`config.mk`:
```
export PLATFORM = sky130hd
export DESIGN_NAME = gpio_input_controller
export DESIGN_NICKNAME = d
export VERILOG_FILES = /design/src/rtl/gpio_input_controller.sv
export SDC_FILE = /design/constraint.sdc
export NUM_CORES = 1
export LEC_CHECK = 0
export BUFFER_PORTS_ARGS = -buffer_cell sky130_fd_sc_hd__buf_2
export CAP_MARGIN = 20
export CORE_MARGIN = 4
export CORE_UTILIZATION = 61
export CTS_BUF_LIST = sky130_fd_sc_hd__clkbuf_8
export DETAILED_ROUTE_END_ITERATION = 12
export GPL_ROUTABILITY_DRIVEN = 0
export PLACE_DENSITY_LB_ADDON = 0.15
export SYNTH_ARGS = -nofsm -noshare
export SYNTH_HDL_FRONTEND = slang
export SYNTH_SLANG_ARGS = --single-unit
```
`constraint.sdc`:
```
create_clock -name clk -period 2.5 [get_ports clk]
set_input_delay 0.25 -clock clk [delete_from_list [all_inputs] [get_ports clk]]
set_output_delay 0.25 -clock clk [all_outputs]
set_load 0.005 [all_outputs]
```
`src/rtl/gpio_input_controller.sv`:
```
// GPIO input controller: per-channel sync, debounce and edge capture with a level irq.
// Define GPIO_IC_TIMESTAMP_EN to add a free-running counter latched into TSTAMP on capture.

module gpio_ic_lane #(
  parameter int DEBOUNCE_CYCLES = 16
) (
  input  logic       clk,
  input  logic       rst,
  input  logic       enable,
  input  logic       db_en,
  input  logic [1:0] sel,
  input  logic       pin,
  output logic       level,
  output logic       hit
);
  localparam int CW = $clog2(DEBOUNCE_CYCLES);

  logic          sync1, sync2, level_q, level_d;
  logic [CW-1:0] cnt_q, cnt_d;

  // Disabled channels (or global disable) follow the synchronizer with no filtering.
  always_comb begin
    level_d = level_q;
    cnt_d   = '0;
    if (!enable || !db_en) begin
      level_d = sync2;
    end else if (sync2 != level_q) begin
      if (cnt_q == CW'(DEBOUNCE_CYCLES - 1)) level_d = sync2;
      else                                   cnt_d   = cnt_q + CW'(1);
    end
    hit = enable && ((sel[0] && level_d && !level_q) ||
                     (sel[1] && !level_d && level_q));
  end

  always_ff @(posedge clk) begin
    if (rst) begin
      sync1   <= 1'b0;
      sync2   <= 1'b0;
      level_q <= 1'b0;
      cnt_q   <= '0;
    end else begin
      sync1   <= pin;
      sync2   <= sync1;
      level_q <= level_d;
      cnt_q   <= cnt_d;
    end
  end

  assign level = level_q;
endmodule

module gpio_input_controller #(
  parameter int NUM_INPUTS      = 12,
  parameter int DATA_WIDTH      = 64,
  parameter int DEBOUNCE_CYCLES = 16
) (
  input  logic                  clk,
  input  logic                  rst,
  input  logic                  we,
  input  logic [2:0]            register_addr,
  input  logic [DATA_WIDTH-1:0] wr_data,
  input  logic [NUM_INPUTS-1:0] in_data,
  output logic [DATA_WIDTH-1:0] rd_data,
  output logic                  done,
  output logic                  irq
);
  // Widened copy of the write bus so narrow DATA_WIDTH builds can still slice every field.
  localparam int XW = DATA_WIDTH + 2 * NUM_INPUTS + 1;

  logic [XW-1:0]                 wx;
  logic                          unused_wx;
  logic [NUM_INPUTS:0]           ctrl_q;
  logic [NUM_INPUTS-1:0]         mask_q, cap_q, cap_d, clr, level, hit;
  logic [NUM_INPUTS-1:0][1:0]    sel_q;
  logic [DATA_WIDTH-1:0]         tstamp;
  logic                          done_q, irq_q;
  logic                          wr_ctrl, wr_cap, wr_mask, wr_sel;

  assign wx        = XW'(wr_data);
  assign unused_wx = ^wx;
  assign wr_ctrl   = we && (register_addr == 3'd0);
  assign wr_cap    = we && (register_addr == 3'd2);
  assign wr_mask   = we && (register_addr == 3'd3);
  assign wr_sel    = we && (register_addr == 3'd4);

  gpio_ic_lane #(.DEBOUNCE_CYCLES(DEBOUNCE_CYCLES)) u_lane [NUM_INPUTS-1:0] (
    .clk   (clk),
    .rst   (rst),
    .enable(ctrl_q[0]),
    .db_en (ctrl_q[NUM_INPUTS:1]),
    .sel   (sel_q),
    .pin   (in_data),
    .level (level),
    .hit   (hit)
  );

  // New edges are OR'd in after the clear, so a coincident set survives.
  always_comb begin
    clr   = wr_cap ? wx[NUM_INPUTS-1:0] : '0;
    cap_d = ctrl_q[0] ? ((cap_q & ~clr) | hit) : cap_q;
  end

  always_ff @(posedge clk) begin
    if (rst) begin
      ctrl_q <= '0;
      mask_q <= '0;
      sel_q  <= '0;
      cap_q  <= '0;
      done_q <= 1'b0;
      irq_q  <= 1'b0;
    end else begin
      if (wr_ctrl) ctrl_q <= wx[NUM_INPUTS:0];
      if (wr_mask) mask_q <= wx[NUM_INPUTS-1:0];
      if (wr_sel)  sel_q  <= wx[2*NUM_INPUTS-1:0];
      cap_q  <= cap_d;
      done_q <= we;
      irq_q  <= |(cap_q & mask_q);
    end
  end

`ifdef GPIO_IC_TIMESTAMP_EN
  logic [DATA_WIDTH-1:0] ts_cnt, ts_q;
  logic                  new_set;

  assign new_set = |(cap_d & ~cap_q);

  always_ff @(posedge clk) begin
    if (rst) begin
      ts_cnt <= '0;
      ts_q   <= '0;
    end else begin
      ts_cnt <= ts_cnt + DATA_WIDTH'(1);
      if (new_set) ts_q <= ts_cnt;
    end
  end

  assign tstamp = ts_q;
`else
  assign tstamp = '0;
`endif

  always_comb begin
    rd_data = '0;
    case (register_addr)
      3'd0:    rd_data = DATA_WIDTH'(ctrl_q);
      3'd1:    rd_data = DATA_WIDTH'(level);
      3'd2:    rd_data = DATA_WIDTH'(cap_q);
      3'd3:    rd_data = DATA_WIDTH'(mask_q);
      3'd4:    rd_data = DATA_WIDTH'(sel_q);
      3'd5:    rd_data = tstamp;
      default: rd_data = '0;
    endcase
  end

  assign done = done_q;
  assign irq  = irq_q;
endmodule

```
# == Word level (Yosys, flattened, before mapping) ==
# Cells that the tools add are included.
# totals
ramBits,0
input_bits,82
romBits,0
register_bits,147
memories,0
out_inout_bits,66
latchBits,0
word_cells,298
# op_classes
mul,0
muxes,38
n_reduce_logical,139
n_eq_ne,28
addsub,12
n_shift,0
bitwise,16
magnitude_cmp,0
div,0
# ops
op,n
one-hot mux 24 bit (5 select lines),1
logical AND 1 bit,64
"adder 4 x 1 -> 4 bit, second input constant",12
"equality test 4 bit, second input constant",12
OR reduction 4 bit,12
zero test 1 bit,37
2-to-1 mux 1 bit,36
AND 12 bit,2
logical OR 1 bit,24
2-to-1 mux 12 bit,1
inequality test 1 bit,12
NOT 1 bit,12
NOT 12 bit,1
bitwise OR 12 bit,1
OR reduction 12 bit,1
"equality test 3 x 2 -> 1 bit, second input constant",2
"equality test 3 x 1 -> 1 bit, second input constant",1
"equality test 3 bit, second input constant",1
zero test 3 bit,1

# == Longest topological paths before layout ==
# logic_depth
ltp_word,10
ltp_mapped,6
mapped_depth_nobuf,4

# == Cells and area by module ==
# From an unflattened synthesis, not the netlist that was laid out.
# unflattened
hier_cells,759
hier_area_um2,6751.5
# by_module_without_submodules
module,cells_per_inst,instances,seq_area_each_um2,area_each_um2
gpio_ic_lane,30,12,140.1,290.3
gpio_input_controller,399,1,1261.2,3268.1

# == Worst setup path before layout ==
# OpenSTA, ideal clock, no wires.
# synth_timing
kind,register to register
start,register u_lane[0].cnt_q[0]
end,register u_lane[0].cnt_q[2]
slack_ns,1.142
n_path_buf,0
arrival_time_ns,1.294
setup_time_ns,0.064
required_time_ns,2.436
period_less_slack_ns,1.358
path_stages_with_launch,5
cell_sequence,dfxtp_1 > ha_1 > and3_1 > or4_4 > nor2_1
# synth_via
elab_chain_len,2
word_cells_on_any_way,3
classes_between,1 x add/sub; 1 x eq/ne; 1 x reduce/logical
# synth_rtl
element,line,source
start: declaration,19,"logic [CW-1:0] cnt_q, cnt_d;"
start signal: assignment,45,cnt_q <= cnt_d;
branches (longest 2 deep; another with adder 4 x 1 -> 4 bit),-,
# Parallel ways; which one is timed is not known.
# A chain may end at the register's enable or synchronous reset.

# == Worst setup path in the final report ==
# layout_timing
start,register ctrl_q[0]
end,output rd_data[0]
# layout_via
elab_chain_len,1
# layout_rtl
element,line,source
start: declaration,72,logic [NUM_INPUTS:0] ctrl_q;
start signal: assignment,112,if (wr_ctrl) ctrl_q <= wx[NUM_INPUTS:0];
one-hot mux 24 bit (5 select lines),144,case (register_addr)
end: declaration,63,"output logic [DATA_WIDTH-1:0] rd_data,"
# No other way between the ends.

==> flow_summary.ini <==
[cts]
cts_root_buf = clkbuf_8
post-cts-setup-buffer-count = 0
htree_num_levels = 4
cts_buffers = 17
cts_sinks = 147
clock_latency_ns = 0.45
cts_tree = done
clk_pin_slew_ns = 0.08
clock_path_buffers = 2

[worst_hold_path]
min_from = in_data[8]
whs_path_depth = 2
hold_path_end = u_lane[8].sync1
worstHoldPathType = input pin to flop

[synth]
yosysUniqueCellTypes = 39
netlist_area_um2 = 6660
synthTopCellsByArea = dfxtp_1 44%, nand2_1 6.2%, a21oi_1 5.5%
ys_warn_count = 0
synth_top_area_share_pct = 44.2
ys_seq_area_share_pct = 44.2
ys_ff_latch = 147
synth_cells = 756
synth_area_leader_cell = dfxtp_1
avgSynthCellArea_um2 = 8.80

[setup_path]
worstSetupStartpointType = flop
crit_path_max_fanout = 13
timing.critical_path.required_ns = 2.25
cp-end-kind = primary output
reg2reg_depth = 5
r2r-end = cap_q[11]
worst_ep_arrival_time_ns = 1.76
r2r-start = ctrl_q[0]
regToRegSetupSlack_ns = 0.68
criticalPathCategory = flop to primary output

[placement]
io_buffers = 67
dpl.hpwl_um = 10800
place_ws_ns = 0.638

[floorplanning]
core_um2 = 10500
die_area_um2 = 12600
die_height_um = 112
rows = 37
pin_count = 148
chipWidth_um = 112
initial_core_util_pct = 63.6

[timing]
fmax_mhz = 497
slew_headroom_pct = 56.5
drv_slew = 0
finalCritPeriodShare_pct = 80.6
period_minus_slack_ns = 2.01
clock_skew_ns = 0.00822
timing.final.ws_setup_ns = 0.486
tightest_slew_ns = 0.653
hold_viol = 0
tns_ns = 0
setup_viol = 0
grt_setup_unrepaired = no

[detailed_routing]
via_per_inst = 5.75
vias = 5575
detail-route-antenna-nets = 0
drc = 0
finalWirelength_um = 16000
drt-pass1-iter-count = 7
wl_per_cell_um = 16.5
drtIter0Drc = 341

[global_route]
antenna_found_initial = 0
grt_pass1_vias = 5343
grt.overflow.total = 0
met3_usage_pct = 5.93
grt_pass1_wl_um = 25800
grt_use_total_pct = 25.3
grt_max_degree = 55
use_met2_pct = 42.2
grt.busiest_layer = met2
grtUsageMet1_pct = 31.8

[cells_and_area]
multiInputGateArea_um2 = 3310
drive_above_1_share_pct = 15.3
mostFrequentLayoutCells = 147 x dfxtp_1, 110 x nand2_1, 73 x a21oi_1
nFillCells = 853
nets = 915
final-seq-area_um2 = 2940
mostFrequentLayoutCell = dfxtp_1
antennaDiodeCount = 0
syn2layout_area_growth_pct = 11.6

[power]
p_per_area_nw_per_um2 = 631
leakagePower_nw = 2.82
peakVddDrop_v = 0.000449

[status]
status = finished, final reports clean

[job]
max-cap-violations = 0
-- where the power goes --
part	internal, W	switching (W)	total [W]
combinational	0.000109	0.000158	0.000266
clock	0.00114	0.000863	0.00200
sequential	0.00238	0.0000377	0.00242
total	0.00363	0.00106	0.00469
-- state kept, by name, summed over array words and instances, names as in the netlist --
| name | flops |
|---|---|
| sel_q | 24 |
| ctrl_q | 13 |
| u_lane.cnt_q | 48 |
| mask_q | 12 |
| u_lane.level | 12 |
| u_lane.sync2 | 12 |
| cap_q | 12 |
| done | 1 |
| u_lane.sync1 | 12 |
| irq | 1 |
-- repair_timing --
action                                 in CTS  in global routing
hold buffers                                5                  1
endpoints found under the hold margin       5                  1
gates resized for setup                     0                  0
-- stage by stage --
stage	std cells	hold WS [ns]	utilization, %	total power, W	instance area, um2
3_5_place_dp	932	0.425	66.2	0.00272	6930
2_1_floorplan	795	0.378	-	0.00267	6800
3_3_place_gp	932	0.417	66.2	0.00271	6930
6_report	970	0.0161	71.0	0.00469	7430
5_1_grt	970	0.0172	71.0	0.00485	7430
4_1_cts	969	0.00317	70.9	0.00470	7420
-- area by class of cell --
class                   instances  share of cell area, %
repair buffers                 87                   6.94
multi-input cells             555                   44.6
well taps                     136                   2.29
flip-flops and latches        147                   39.6
clock buffers                  23                   4.26
inverters                      13                  0.657
clock inverters                 9                   1.68
-- cells by family after synthesis --
group / after synthesis / share of synthesized area, %
AO/OA/AOI/OAI: 128 / 11.8
XOR/XNOR: 36 / 4.74
adder cells (fa/ha/maj): 12 / 2.26
buffers and inverters: 93 / 8.48
flip-flops: 147 / 44.2
multiplexers: 25 / 3.76
other: 1 / 0.0563
AND/OR/NAND/NOR: 314 / 24.7
-- critical path, cell delays in order, from the launching register on --
cell and delay [ns]:
dfxtp_1 0.64, mux2i_1 0.17, a2bb2oi_1 0.16, o22ai_1 0.18, buf_2 0.16
-- cells in the mapped netlist --
master     number
and2_1         11
conb_1          1
a21oi_1        73
nand2_1       110
clkbuf_1       15
a31oi_1         1
or4b_4          1
nor3_1          1
nor2b_1        26
nand4b_1        1
a32o_1         12
a2bb2oi_1      12
nand3_1        48
nor3b_1         1
a22o_1          3
xnor2_1        24
buf_1           3
o22ai_1        12
nand4_1        12
buf_2          13
a221oi_1        3
dfxtp_1       147
nand2b_1        2
mux2i_1        25
inv_1          13
or4_4          12
and3_1         12
xor2_1         12
nand4bb_1       1
ha_1           12
nor4b_4         1
nor4bb_1        1
o21ai_0        12
nor2_1         48
buf_6           4
buf_4          45
nand3b_1       24
and4bb_2        1
and4b_1         1
-- how the worst max path moves through the flow --
| stage | depth (start not counted) | to | from | slack, ns |
|---|---|---|---|---|
| 2_1_floorplan | 4 | u_lane[0].cnt_q[2] | u_lane[0].cnt_q[0] | 1.14 |
| 3_3_place_gp | 5 | rd_data[11] | register_addr[1] | 0.67 |
| 3_5_place_dp | 5 | rd_data[9] | register_addr[1] | 0.64 |
| 4_1_cts | 4 | rd_data[0] | ctrl_q[0] | 0.48 |
| 5_1_grt | 4 | rd_data[0] | ctrl_q[0] | 0.39 |
| 6_report | 4 | rd_data[0] | ctrl_q[0] | 0.49 |
-- layer usage --
layer	vias up	wire [um]	part of all wire (%)
met5	-	0	0
met4	0	266	1.7
li1	2673	-	-
met1	2666	6790	42
met3	24	1070	6.7
met2	212	7890	49
No activity file was read; power rests on OpenSTA's default activity.
